--- config.mk ---
export PLATFORM = sky130hd
export DESIGN_NAME = note_duration_timer
export DESIGN_NICKNAME = d
export VERILOG_FILES = /design/src/rtl/note_duration_timer.sv
export SDC_FILE = /design/constraint.sdc
export NUM_CORES = 1
export LEC_CHECK = 0
export ABC_AREA = 1
export CAP_MARGIN = 5
export CORE_AREA = 5 5 70 72
export DETAILED_ROUTE_END_ITERATION = 12
export DIE_AREA = 0 0 75 77
export MAX_ROUTING_LAYER = met4
export PLACE_DENSITY_LB_ADDON = 0.05
export SLEW_MARGIN = 40
export SYNTH_ARGS = -nofsm -noshare
export SYNTH_HDL_FRONTEND = slang
export SYNTH_SLANG_ARGS = --single-unit
export TNS_END_PERCENT = 20
--- constraint.sdc ---
create_clock -name clk -period 2.5 [get_ports clk]
set_clock_uncertainty 0.2 [all_clocks]
set_input_delay 0.25 -clock clk [delete_from_list [all_inputs] [get_ports clk]]
set_output_delay 0.25 -clock clk [all_outputs]
set_load 0.1 [all_outputs]
--- src/rtl/note_duration_timer.sv ---
// Note duration timer: converts a duration code into a counted number of
// timebase ticks, sounding the note for all but a short trailing gap.
module note_duration_timer #(
  parameter int BASE_TICKS = 100,
  parameter int GAP_TICKS  = 2,
  parameter int CNT_W      = 10
) (
  input  logic       clk,
  input  logic       clr_n,
  input  logic       tick,
  input  logic       dur_valid,
  input  logic [2:0] dur_code,
  input  logic       dotted,
  input  logic       pause,
  input  logic       abort,
  output logic       dur_ready,
  output logic       note_on,
  output logic       next_note,
  output logic       busy
);

  typedef enum logic [1:0] {IDLE, PLAY, GAP, DONE} state_e;

  localparam logic [CNT_W-1:0] T_ONE   = CNT_W'(1);
  localparam logic [CNT_W-1:0] T_GAP   = CNT_W'(GAP_TICKS);
  localparam logic [CNT_W-1:0] T_B     = CNT_W'(BASE_TICKS);
  localparam logic [CNT_W-1:0] T_B_2   = CNT_W'(BASE_TICKS / 2);
  localparam logic [CNT_W-1:0] T_B_3   = CNT_W'(BASE_TICKS / 3);
  localparam logic [CNT_W-1:0] T_B_4   = CNT_W'(BASE_TICKS / 4);
  localparam logic [CNT_W-1:0] T_B_6   = CNT_W'(BASE_TICKS / 6);
  localparam logic [CNT_W-1:0] T_2B    = CNT_W'(BASE_TICKS * 2);
  localparam logic [CNT_W-1:0] T_4B    = CNT_W'(BASE_TICKS * 4);

  state_e           state_q, state_d;
  logic [CNT_W-1:0] count_q, count_d;
  logic [CNT_W-1:0] target_q, target_d;
  logic             note_on_q, next_note_q, busy_q;

  logic [CNT_W-1:0] base_len;
  logic [CNT_W-1:0] new_target;
  logic [CNT_W-1:0] play_len;
  logic [CNT_W-1:0] count_inc;
  logic             count_en;
  logic             accept;

  // NOTE: every signal written in always_comb gets a default first, so no
  // path through the block can leave it unassigned and infer a latch.
  always_comb begin
    base_len = '0;
    unique case (dur_code)
      3'd0: base_len = '0;
      3'd1: base_len = T_B;
      3'd2: base_len = T_B_2;
      3'd3: base_len = T_B_3;
      3'd4: base_len = T_B_4;
      3'd5: base_len = T_B_6;
      3'd6: base_len = T_2B;
      3'd7: base_len = T_4B;
      default: base_len = '0;
    endcase
    new_target = dotted ? base_len + (base_len >> 1) : base_len;
  end

  // Notes no longer than the gap play their full length with no gap at all.
  assign play_len  = (target_q > T_GAP) ? target_q - T_GAP : target_q;
  assign count_inc = count_q + T_ONE;
  assign count_en  = tick && !pause;
  assign dur_ready = clr_n && (state_q == IDLE) && !abort;
  assign accept    = dur_valid && dur_ready;

  always_comb begin
    state_d  = state_q;
    count_d  = count_q;
    target_d = target_q;
    if (abort) begin
      state_d = IDLE;
      count_d = '0;
    end else begin
      unique case (state_q)
        IDLE: if (accept) begin
          target_d = new_target;
          count_d  = '0;
          state_d  = (new_target == '0) ? DONE : PLAY;
        end
        PLAY: if (count_en) begin
          count_d = count_inc;
          if (count_inc == play_len)
            state_d = (play_len == target_q) ? DONE : GAP;
        end
        GAP: if (count_en) begin
          count_d = count_inc;
          if (count_inc == target_q) state_d = DONE;
        end
        DONE:    state_d = IDLE;
        default: state_d = IDLE;
      endcase
    end
  end

  // NOTE: sequential state uses non-blocking assignments only, so every flop
  // samples the pre-edge values regardless of statement order.
  always_ff @(posedge clk or negedge clr_n) begin
    if (!clr_n) begin
      state_q     <= IDLE;
      count_q     <= '0;
      target_q    <= '0;
      note_on_q   <= 1'b0;
      next_note_q <= 1'b0;
      busy_q      <= 1'b0;
    end else begin
      state_q     <= state_d;
      count_q     <= count_d;
      target_q    <= target_d;
      note_on_q   <= (state_d == PLAY);
      next_note_q <= (state_d == DONE);
      busy_q      <= (state_d != IDLE);
    end
  end

  assign note_on   = note_on_q;
  assign next_note = next_note_q;
  assign busy      = busy_q;

endmodule

# [Word-level counts from Yosys, hierarchy flattened]
# Memory sizes are Yosys's and may differ from the RTL's.
# Cells that the tools add are included.
[totals] register_bits=25 rom_bits=72 inputBits=10 output_inout_bits=4 elab_cells=50 n_memories=1
[memory_table] memory="(name not given)" words=8 width=9 read_ports=1 rd_clocked_by_memory_dff=0 write_ports=0 line="50" source="unique case (dur_code)"
[op_classes] n_addsub=3 order_cmp=1 n_eq_ne=10 muxes=15 n_bitwise=1 n_reduce_logical=13
[ops] operator="10-bit 2-to-1 mux" n=5
[ops] operator="10-bit equality test" n=3
[ops] operator="10-bit case mux with 2 select lines" n=1
[ops] operator="2-bit 2-to-1 mux" n=7
[ops] operator="10-bit by 1-bit adder with 10-bit output, second input constant" n=1
[ops] operator="10-bit by 9-bit adder with 10-bit output" n=1
[ops] operator="10-bit by 2-bit greater-than comparator with 1-bit output, second input constant" n=1
[ops] operator="10-bit zero test" n=1
[ops] operator="10-bit by 2-bit subtractor with 10-bit output, second input constant" n=1
[ops] operator="2-bit case mux with 4 select lines" n=1
[ops] operator="2-bit equality test, second input constant" n=3
[ops] operator="3-bit AND reduction" n=2
[ops] operator="2-bit by 1-bit equality test with 1-bit output, second input constant" n=2
[ops] operator="1-bit logical AND" n=4
[ops] operator="3-bit by 1-bit inequality test with 1-bit output, second input constant" n=1
[ops] operator="3-bit inequality test, second input constant" n=1
[ops] operator="3-bit nonzero test" n=1
[ops] operator="1-bit zero test" n=2
[ops] operator="2-bit zero test" n=1
[ops] operator="2-bit nonzero test" n=1
[ops] operator="2-bit OR reduction" n=1
[ops] operator="1-bit 2-to-1 mux" n=1
[ops] operator="1-bit NOT" n=1

# [Depth between registers and ports, before layout]
[logic_depth] ltp_word=9 mapped_depth=21 depth_no_buf=21

# [Least setup slack after synthesis]
# Ideal clock, no wire load.
[synth_timing] path_kind="register to register" startpoint="reg state_q[0]" endpoint="reg count_q[0]" setup_ns=0.086 t_arrival_ns=3.287 required_ns=2.214 slack_ns=-1.073 stages_incl_launch_ff=11 path_buffers=0 cell_sequence="dfrtp_1 > inv_1 > ha_1 > nand2_1 > nor2_1 > nand2_1 > o211ai_1 > o31ai_1 > clkinv_1 > nand3_1 > o21ai_0"
[synth_via] elab_chain_len=6
[synth_rtl] item="from (decl)" line="34" source="state_e state_q, state_d;"
[synth_rtl] item="from (signal assigned)" line="111" source="state_q <= state_d;"
[synth_rtl] item="2-bit zero test" line="68" source="assign dur_ready = clr_n && (state_q == IDLE) && !abort;"
[synth_rtl] item="1-bit logical AND (2 in a row)" line="68"
[synth_rtl] item="named net dur_ready" line="16" source="output logic dur_ready,"
[synth_rtl] item="1-bit logical AND" line="69" source="assign accept = dur_valid && dur_ready;"
[synth_rtl] item="3-bit inequality test (no line)"
[synth_rtl] item="3-bit AND reduction (no line)"
[synth_rtl] item="to (signal assigned)" line="112" source="count_q <= count_d;"
[synth_rtl] item="to (decl)" line="35" source="logic [CNT_W-1:0] count_q, count_d;"
# The timed path passes the listed nets, and every way through them passes these cells.
# A chain may end at the register's enable or synchronous reset.

# [Worst setup path after layout]
[layout_timing] startpoint="reg count_q[1]" endpoint="reg next_note_q (netlist: next_note)"
[layout_via] elab_chain_len=7
[layout_rtl] item="10-bit by 1-bit adder with 10-bit output (*)" line="66" source="assign count_inc = count_q + T_ONE;"
[layout_rtl] item="10-bit equality test (on tied branches)" line="92, 87"
[layout_rtl] item="2-bit 2-to-1 mux (on tied branches)" line="92, 87"
[layout_rtl] item="2-bit 2-to-1 mux (on tied branches)" line="90, 85"
[layout_rtl] item="2-bit case mux with 4 select lines (*)" line="79" source="unique case (state_q)"
[layout_rtl] item="2-bit 2-to-1 mux (*)" line="75" source="if (abort) begin"
[layout_rtl] item="2-bit equality test (*)" line="115" source="next_note_q <= (state_d == DONE);"
[layout_rtl] item="to (signal assigned)" line="115"
[layout_rtl] item="to (decl)" line="37" source="logic note_on_q, next_note_q, busy_q;"
# Every way passes the cells marked *; elsewhere a longest branch is shown, timed or not.

==> impl_results.md <==
* Status: completed
* Period utilization at 92.5%
* Full die area at 0.00578 mm²
* Rows at 24
* Yosys Warn Count at 0
* Slew Viols, Final at 0
* Diode count at 0
* Die width at 75 µm
* Critical path, cell by cell: ha_2 > nand2_4 > nor2_4 > nand2_1 > nand2_1 > a21oi_1 > nor2_1 > nand2_1 > nor2_2 > nand2_1 > nand2_1 > nand3_1 > nand2_1 > nand2_2 > nor2_1
* Tmin final at 2.31 ns
* Number of synthesized register bits at 25
* Clock sinks at 25
* Post-Place Cells at 482
* Root Buffer: clkbuf_8
* Vias in the first global route at 2390
* Starting density of the core at 56.4%
* CTS hold repair buffers at 0
* Post-synth EDFFs at 0
* Worst vdd ir at 0.498 mV
* CP endpoint: next_note
* Mapped cell area at 0.00239 mm²
* Nets at 465
* DR pass1 iterations at 5
* Worst r2r dst: next_note
* Max_cap viols at 0
* Share of layout cells above drive strength 1 at 20.7%
* DR vias/cell at 5.20
* Congestion Overflow GR at 0
* Slew @ Worst Pin at 0.443 ns
* Worst r2r src: count_q[1]
* Synth unique cells at 31
* Post-synthesis cell count at 386
* Worst hold slack at 0.227 ns
* Critical path's largest stage delay at 0.42 ns
* Largest net degree at the start of global routing at 26
* Initial antenna violation count at 0
* Startpoint Class: register
* Seq/Total Area, Yosys at 26.2%
* Rel. slew slack at 70.2%
* Syn_nets at 411
* Slowest-stage cell, CP: dfrtp_1
* Layout area overhead at 26.5%
* CP required at 2.52 ns
* Filler cell count at 368
* # IOs at 14
* Worst Hold Class: input port to asynchronous set/reset pin
* Crit Path Class: register to register
* Antenna viol nets, final at 0
* Clock Tree Buf Depth at 2
* IO Port Bufs at 13
* Final Hold Vio Count at 0
* Worst Setup End Kind: register
* 1st-iter DRT viols at 180
* Ys flop type: dfrtp_1
* Power Total at 2.17 mW
* Most common cell in the netlist: nand2_1
* First-pass GRT wire length at 10.4 mm
* Finished Layout Cells at 491
* WL per Instance at 12.5 µm
* GRT Overall Usage at 23.0%
* Area share of the largest cell type after synthesis at 26.2%
* Largest cells by area after synthesis: dfrtp_1, nand2_1, inv_1
* HPWL after DPL at 4.85 mm
* Core footprint at 0.00423 mm²
* Crit path top cell by count: nand2_1
* Asr flop ratio synth at 100%
* Finished Core Util at 71.3%
* Final number of setup-violating endpoints at 0
* Crit path from: count_q[1]
* Die Y-Extent at 77 µm
* CP Max Fanout at 6
* Max Clk Rate at 433 MHz
* Clock buffer count from CTS at 3
* Post-synth top cells: nand2_1, inv_1, nand3_1
* WL final at 6.16 mm
* H-Tree Level Count at 1
* Vias at 2553
* Pwr Density at 717 mW/mm²
* R2R setup slack at 0.19 ns
* Final GP Congestion at 0.907
* Syn avg cell area at 6.18 µm²
* CTS tree: built
* Worst-Skew Late Latency at 0.28 ns
* Worst-path clk slew at 0.10 ns
* Worst R2R Path Depth at 15
* CP arrival at 2.33 ns
* # DRC at 0
* Biggest area consumer among synthesized cells: dfrtp_1
* P_leak at 1.64 nW
-- logic make-up (layout without fill, tap and decap cells) --
family / count (synthesis) / after routing / synth area share (%)
buffers and inverters: 66 / 119 / 10.5
AOI/OAI and AO/OA: 44 / 44 / 11.2
DFF: 25 / 25 / 26.2
adders and majority gates: 15 / 15 / 8.18
and+or+nand+nor: 226 / 226 / 40.2
xor gates and xnor gates: 10 / 10 / 3.67
-- area by class of cell --
type | instances | area (µm²) | share of cell area (%)
inverter | 63 | 239 | 7.92
sequential | 25 | 626 | 20.7
tap | 52 | 65.1 | 2.15
clock buffer | 3 | 41.3 | 1.37
clock inverter | 1 | 7.51 | 0.249
multi-input combinational | 295 | 1620 | 53.6
timing repair buffer | 52 | 423 | 14.0
-- how the worst min path moves through the flow --
stage | to | slack [ns] | depth (start not counted)
after floorplan | busy | -0.25 | 0
after global placement | count_q[1] | 0.33 | 2
after detailed placement | target_q[2] | 0.34 | 2
after CTS | state_q[0] | 0.24 | 2
after global routing | state_q[0] | 0.26 | 2
final | state_q[0] | 0.23 | 2
-- worst max-delay path: cells and delay by family (launching register included) --
family                     cells  cell delay, ns
DFF                            1            0.42
AOI/OAI and AO/OA              1            0.08
and+or+nand+nor               13            1.32
adders and majority gates      1            0.23
-- per-stage QoR --
step	worst slack, ns	setup TNS (ns)	area, µm²
after floorplan	0.0153	0	2400
after global placement	-0.508	-2.24	2840
after detailed placement	-0.623	-2.87	2840
after CTS	0.00664	0	2900
after global routing	-0.0204	-0.0351	3020
final	0.188	0	3020
-- flip-flops by register name, summed over array words and instances (netlist names) --
signal	flops
busy	1
state_q	2
target_q	10
next_note	1
note_on	1
count_q	10
-- layout by cell type (no fill, tap or decap), types with 3 or more instances in the layout --
| cell type | instances |
|---|---|
| nand2_1 | 118 |
| inv_1 | 57 |
| buf_4 | 42 |
| nand3_1 | 38 |
| nor2_1 | 30 |
| dfrtp_1 | 25 |
| o21ai_0 | 19 |
| nand2_2 | 15 |
| ha_1 | 11 |
| xor2_1 | 10 |
| o22ai_1 | 9 |
| clkdlybuf4s50_1 | 6 |
| nand4_1 | 5 |
| nor2_2 | 5 |
| nor2_4 | 5 |
| a21oi_1 | 5 |
| nor3_1 | 4 |
| inv_2 | 3 |
| clkbuf_8 | 3 |
-- report_power, final --
| part | switching [mW] | leakage [nW] | internal (mW) |
|---|---|---|---|
| Clock | 0.140 | 0.0217 | 0.113 |
| Combinational | 0.840 | 1.29 | 0.473 |
| Sequential | 0.103 | 0.334 | 0.496 |
-- routing by layer --
layer | track usage, % | share of wire, % | vias up
li1 | - | - | 1333
met1 | 32.0 | 48 | 1174
met2 | 35.5 | 48 | 39
met3 | 2.35 | 2.8 | 7
met4 | 5.69 | 1.0 | 0
met5 | - | 0 | -
-- repair_timing --
item                                    4_1_cts  5_1_grt
hold endpoints to repair                      0        0
resized for setup                             8       39
pin swaps                                     2       15
setup buffers                                 0        5
endpoints found under the setup margin        4        5
No activity file was read; power rests on OpenSTA's default activity.
